File: src/rtl/result_buffer.sv
// result_buffer: packs pairs of 32-bit array results into 64-bit words, queues them, and drives a registered valid/ready output
module result_buffer #(
    parameter int QUEUE_DEPTH  = 64,
    parameter int ADDR_WIDTH   = 6,
    parameter int RESULT_WIDTH = 32
) (
    input  logic                      clk,
    input  logic                      rst,
    input  logic [RESULT_WIDTH-1:0]   result_in,
    input  logic                      result_valid,
    input  logic                      result_last,
    output logic                      result_ready,
    output logic [2*RESULT_WIDTH-1:0] interface_output,
    output logic                      out_valid,
    input  logic                      out_ready,
    output logic                      buffer_full,
    output logic                      buffer_empty,
    output logic [ADDR_WIDTH:0]       count
);
    typedef enum logic {LOW_EMPTY, LOW_HELD} state_t;
    state_t state, state_next;
    logic [RESULT_WIDTH-1:0] low_half;
    logic [2*RESULT_WIDTH-1:0] queue [QUEUE_DEPTH];
    logic [ADDR_WIDTH-1:0] head, tail;
    logic accept, push, pop, latch_low;
    logic [2*RESULT_WIDTH-1:0] push_word;
    assign buffer_full  = count == (ADDR_WIDTH+1)'(QUEUE_DEPTH);
    assign buffer_empty = count == '0 && !out_valid;
    // Gated on full even when only latching a low half, so the packer never strands a word
    assign result_ready = !buffer_full;
    assign accept       = result_valid & result_ready;
    assign pop          = count != '0 && (!out_valid || out_ready);
    always_ff @(posedge clk)
        if (rst) state <= LOW_EMPTY;
        else     state <= state_next;
    always_comb
        state_next = !accept ? state : (state == LOW_HELD || result_last) ? LOW_EMPTY : LOW_HELD;
    always_comb begin
        push      = accept && (state == LOW_HELD || result_last);
        latch_low = accept && state == LOW_EMPTY && !result_last;
        push_word = state == LOW_HELD ? {result_in, low_half} : {{RESULT_WIDTH{1'b0}}, result_in};
    end
    always_ff @(posedge clk)
        if (push) queue[tail] <= push_word;
    always_ff @(posedge clk) begin
        if (rst) begin
            head             <= '0;
            tail             <= '0;
            count            <= '0;
            low_half         <= '0;
            interface_output <= '0;
            out_valid        <= 1'b0;
        end else begin
            if (latch_low) low_half <= result_in;
            if (push) tail <= tail + 1'b1;
            if (pop) begin
                head             <= head + 1'b1;
                interface_output <= queue[head];
                out_valid        <= 1'b1;
            end else if (out_ready) begin
                out_valid <= 1'b0;
            end
            count <= count + (ADDR_WIDTH+1)'(push) - (ADDR_WIDTH+1)'(pop);
        end
    end
endmodule

File: config.mk
export PLATFORM = sky130hd
export DESIGN_NAME = result_buffer
export DESIGN_NICKNAME = d
export VERILOG_FILES = /design/src/rtl/result_buffer.sv
export SDC_FILE = /design/constraint.sdc
export NUM_CORES = 2
export LEC_CHECK = 0
export BUFFER_PORTS_ARGS = -buffer_cell sky130_fd_sc_hd__buf_2
export CORE_UTILIZATION = 40
export DETAILED_ROUTE_END_ITERATION = 7
export GPL_ROUTABILITY_DRIVEN = 0
export SLEW_MARGIN = 30
export SYNTH_ARGS = -nofsm -noshare
export SYNTH_HDL_FRONTEND = slang
export SYNTH_SLANG_ARGS = --single-unit
File: constraint.sdc
create_clock -name clk -period 6.46 [get_ports clk]
set_input_delay 0.323 -clock clk [delete_from_list [all_inputs] [get_ports clk]]
set_output_delay 0.323 -clock clk [all_outputs]
set_load 0.05 [all_outputs]
; ---- Word level (Yosys, flattened, before mapping)
; Memories as Yosys holds them, arrays and structs flattened. A register that Yosys moved wholly into a read port is not among the register bits.
; Cells that the tools add are included.
[totals]
word_cells = 33
regBits = 53
ram_bits = 4096
mem_count = 1
[memory_table]
columns = name, words, word_bits, read_ports, rd_clocked_by_memory_dff, write_ports, line_no
row1 = queue, 64, 64, 1, 1, 1, 23  ; logic [2*RESULT_WIDTH-1:0] queue [QUEUE_DEPTH];
[op_classes]
eq_ne = 1
bitwise_logic = 2
n_reduce_logical = 13
add_sub_neg = 4
mux = 6
[op_table]
columns = op, n
row1 = two-way mux 64 bit, 1
row2 = adder 6 x 1 -> 6 bit (second input constant), 2
row3 = adder 7 x 1 -> 7 bit, 1
row4 = == test 7 bit (second input constant), 1
row5 = logical NOT 7 bit, 1
row6 = nonzero test 7 bit, 1
row7 = subtractor 7 x 1 -> 7 bit, 1
row8 = logical AND 1 bit, 5
row9 = two-way mux 1 bit, 5
row10 = logical NOT 1 bit, 3
row11 = logical OR 1 bit, 2
row12 = nonzero test 2 bit, 1
row13 = bitwise AND 1 bit, 1
row14 = NOT 1 bit, 1

; ---- Logic depth before layout (Yosys ltp)
[logic_depth]
depth_word = 6
mapped_depth = 17
depth_no_buf = 16

; ---- Worst setup path after synthesis
; OpenSTA, ideal clock, no wires.
[synth_path]
path_type = register -> register
start = register count[2]
end = memory queue[59][0] (netlist bit) (enable)
stages_incl_launch_ff = 10
setup_slack_ps = 878
setup_time_ps = 487
arrival_time_ps = 5095
period_less_slack_ps = 5582
n_path_buf = 1
path_cell_list = dfxtp_1 > inv_1 > ha_1 > and3b_1 > clkbuf_1 > a311oi_2 > inv_1 > nor2_1 > nand3_1 > nor2_1
[synth_between]
elab_chain_cells = 6
[synth_lines]
columns = item, line_no
row1 = "start, declared", 18  ; output logic [ADDR_WIDTH:0] count
row2 = "start signal, assigned", 63  ; count <= count + (ADDR_WIDTH+1)'(push) - (ADDR_WIDTH+1)'(pop);
row3 = == test 7 bit, 27  ; assign buffer_full = count == (ADDR_WIDTH+1)'(QUEUE_DEPTH);
row4 = logical NOT 1 bit, 30  ; assign result_ready = !buffer_full;
row5 = bitwise AND 1 bit, 31  ; assign accept = result_valid & result_ready;
row6 = logical AND 1 bit, 39  ; push = accept && (state == LOW_HELD || result_last);
row7 = two-way mux 1 bit, 44  ; if (push) queue[tail] <= push_word;
row8 = two-way mux 1 bit (not written as such), 44
row9 = "end, declared", 23
; Every way passes these cells.

; ---- Final worst setup path
[layout_path]
start = register count[4]
end = memory queue[2][50] (netlist bit) (enable)
; The elaborated chain is that of the path after synthesis.

==> flow_metrics.py <==
metrics = {
    "status": {
        "status": "complete, no violations",
    },
    "floorplan": {
        "dieArea_um2": 404000,
        "die_w_um": 636,
        "fp.dieH_um": 636,
        "start_util": 0.402,
        "core_area_um2": 399000,
        "io-pin-count": 112,
        "fp-row-count": 232,
    },
    "sta": {
        "tightest_slew_ps": 1140,
        "rsz0062_at_grt": "false",
        "slew_viol_final": 0,
        "skew_ps": 51.4,
        "setup-tns-final_ps": 0,
        "fin_crit_sh": 0.634,
        "slew_headroom": 0.235,
        "hold_violations": 0,
        "fin_crit_ps": 4100,
        "setup_ws_ps": 2360,
        "setup_viol": 0,
        "max_freq_mhz": 244,
    },
    "min_path": {
        "min_path_cells": 5,
        "hold_class": "primary input to flop",
        "min_from": "result_last",
        "hold_end": "low_half[31]",
    },
    "global_routing": {
        "met2_usage": 0.366,
        "use_met1": 0.303,
        "grtUsageTotal": 0.223,
        "grt_busiest_layer": "met2",
        "gr-total-overflow": 0,
        "antenna_found_initial": 29,
        "grt_pass1_wl_mm": 638,
        "grt.met3_usage": 0.0371,
        "grt_start_max_net_pins": 116,
        "grt_pass1_vias": 80143,
    },
    "pwr": {
        "cellPowerDensity_nw_per_um2": 365,
        "ir_drop_mv": 0.269,
        "p_leak_uw": 0.0580,
    },
    "setup_path": {
        "worstSetupPathType": "flop to flop",
        "r2r_slack_ps": 2360,
        "r2r_start": "count[4]",
        "reg2reg_depth": 10,
        "critPathCaptureType": "flop",
        "worstPathArrival_ps": 4670,
        "r2r-end": "queue[2][50]",
        "start_kind": "flop",
        "path_max_fanout": 40,
        "required_ps": 7030,
    },
    "layout": {
        "layout_commonest_cell": "edfxtp_1",
        "final_util": 0.459,
        "final_cell_mix": "edfxtp_1, mux4_2, mux2i_1",
        "nNetsFinal": 7691,
        "area_growth_pct": 14.2,
        "layout-drive-gt1-share": 0.261,
        "fin_cells": 13279,
    },
    "yosys": {
        "ys_seq_area_frac": 0.780,
        "synth_edf_count": 4096,
        "synthArstFlopShare": 0,
        "synth_fp_nets": 7210,
        "yosys.cell_types.count": 57,
        "yosys_register_bits": 4213,
        "syn_avg_cell_area_um2": 22.4,
        "yosys_warnings": 0,
        "syn_inst": 7161,
        "synthesis.area_um2": 161000,
        "synth_top_flop_cell": "edfxtp_1",
    },
    "place": {
        "io_buffers": 111,
        "pre_cts_ws_ps": 2360,
        "dp_cells": 12416,
        "detailed_place_hpwl_mm": 257,
    },
    "clock_tree": {
        "cts_buffers": 425,
        "clk_latency_ps": 980,
        "clockBufferDepth": 4,
        "root_buffer": "clkbuf_16",
        "clk_pin_slew_ps": 60,
        "post-cts-setup-buffer-count": 0,
        "tritoncts": "done",
        "h-tree-depth": 5,
        "cts.sinks": 4213,
    },
    "drt": {
        "wl_mm": 459,
        "vias": 79497,
        "vias_per_cell": 5.99,
        "antenna_left": 0,
        "first_pass_iters": 6,
        "avgRoutedWirePerCell_um": 34.6,
        "drc": 0,
        "initialDrtViolationCount": 10425,
    },
    "run": {
        "drv_cap": 0,
    },
}
[worst max-delay path, stage by stage, from the launching register on]
cell	delay [ps]
dfxtp_1	370
inv_1	80
ha_1	200
and3b_1	240
a311oi_2	280
buf_4	250
inv_1	210
nor2_1	280
nand3b_1	690
nor2_4	330
buf_4	720
[metal layers]
layer,up-vias,part of all wire
met5,-,0.00011
met4,8,0.036
met3,695,0.082
met2,4011,0.49
met1,43295,0.39
li1,31488,-
[synth_stat cells (40+ instances only)]
library cell	number	share of area
buf_6	56	0.0039
a211oi_1	101	0.0047
dfxtp_1	117	0.015
o221ai_1	76	0.0041
mux2i_1	516	0.032
a2111oi_0	41	0.0022
mux4_2	913	0.13
nand2_1	99	0.0023
a21oi_1	95	0.0030
o22ai_1	123	0.0048
edfxtp_1	4096	0.77
clkbuf_1	173	0.0040
a221o_1	55	0.0034
buf_2	106	0.0033
o21ai_0	40	0.0012
buf_4	46	0.0021
nor2_1	156	0.0036
[report_power, final]
group / switching [µW] / internal (µW) / leakage (µW) / total (µW)
Clock: 10400 / 13700 / 0.00660 / 24100
Combinational: 6920 / 4860 / 0.0115 / 11800
Sequential: 567 / 30500 / 0.0400 / 31000
Total: 17900 / 49000 / 0.0580 / 66900
[through the flow]
stage / total power (µW) / hold WS, ps / area (µm²)
5_1_grt: 68800 / 82.2 / 183000
3_5_place_dp: 43500 / 447 / 169000
6_report: 66900 / 108 / 184000
2_1_floorplan: 39700 / 433 / 161000
4_1_cts: 67400 / 34.3 / 183000
3_3_place_gp: 43400 / 439 / 169000
[sequential cells by signal (all words and copies together) (netlist names)]
name              cells
tail                  6
out_valid             1
interface_output     64
low_half             32
count                 7
queue              4096
state                 1
head                  6
[worst max path at each step]
| stage | from | endpoint | slack [ps] | cells after the start |
|---|---|---|---|---|
| floorplan | count[2] | queue[59][0] | 880 | 9 |
| global placement | head[0] | interface_output[12] | 2020 | 7 |
| CTS | count[4] | queue[2][58] | 2380 | 10 |
| detailed placement | head[0] | interface_output[12] | 2360 | 7 |
| global route | count[4] | queue[2][50] | 2250 | 10 |
| finish | count[4] | queue[2][50] | 2360 | 10 |
[layout make-up]
cell class	instances	area (µm²)
Fill cell	32656	216000
Clock buffer	548	11200
Timing Repair Buffer	470	4250
Clock inverter	235	2310
Multi-Input combinational cell	2519	33700
Antenna cell	16	40.0
Inverter	13	48.8
Tap cell	5265	6590
Sequential cell	4213	125000
[kinds of logic (layout without fill, tap and decap cells)]
kind of cell,count (synthesis),in the layout,synth area share
xor+xnor,13,13,0.000709
simple gates,389,389,0.0110
compound gates,641,641,0.0296
fa+ha+maj,12,12,0.000981
other cells,0,16,0
mux,1464,1464,0.163
buf+inv,429,1266,0.0149
flops,4213,4213,0.780
[repair_timing]
action,in CTS,in global routing
hold endpoints to repair,83,0
hold buffers,62,0
gates resized for setup,0,0
No activity file was read; power rests on OpenSTA's default activity.
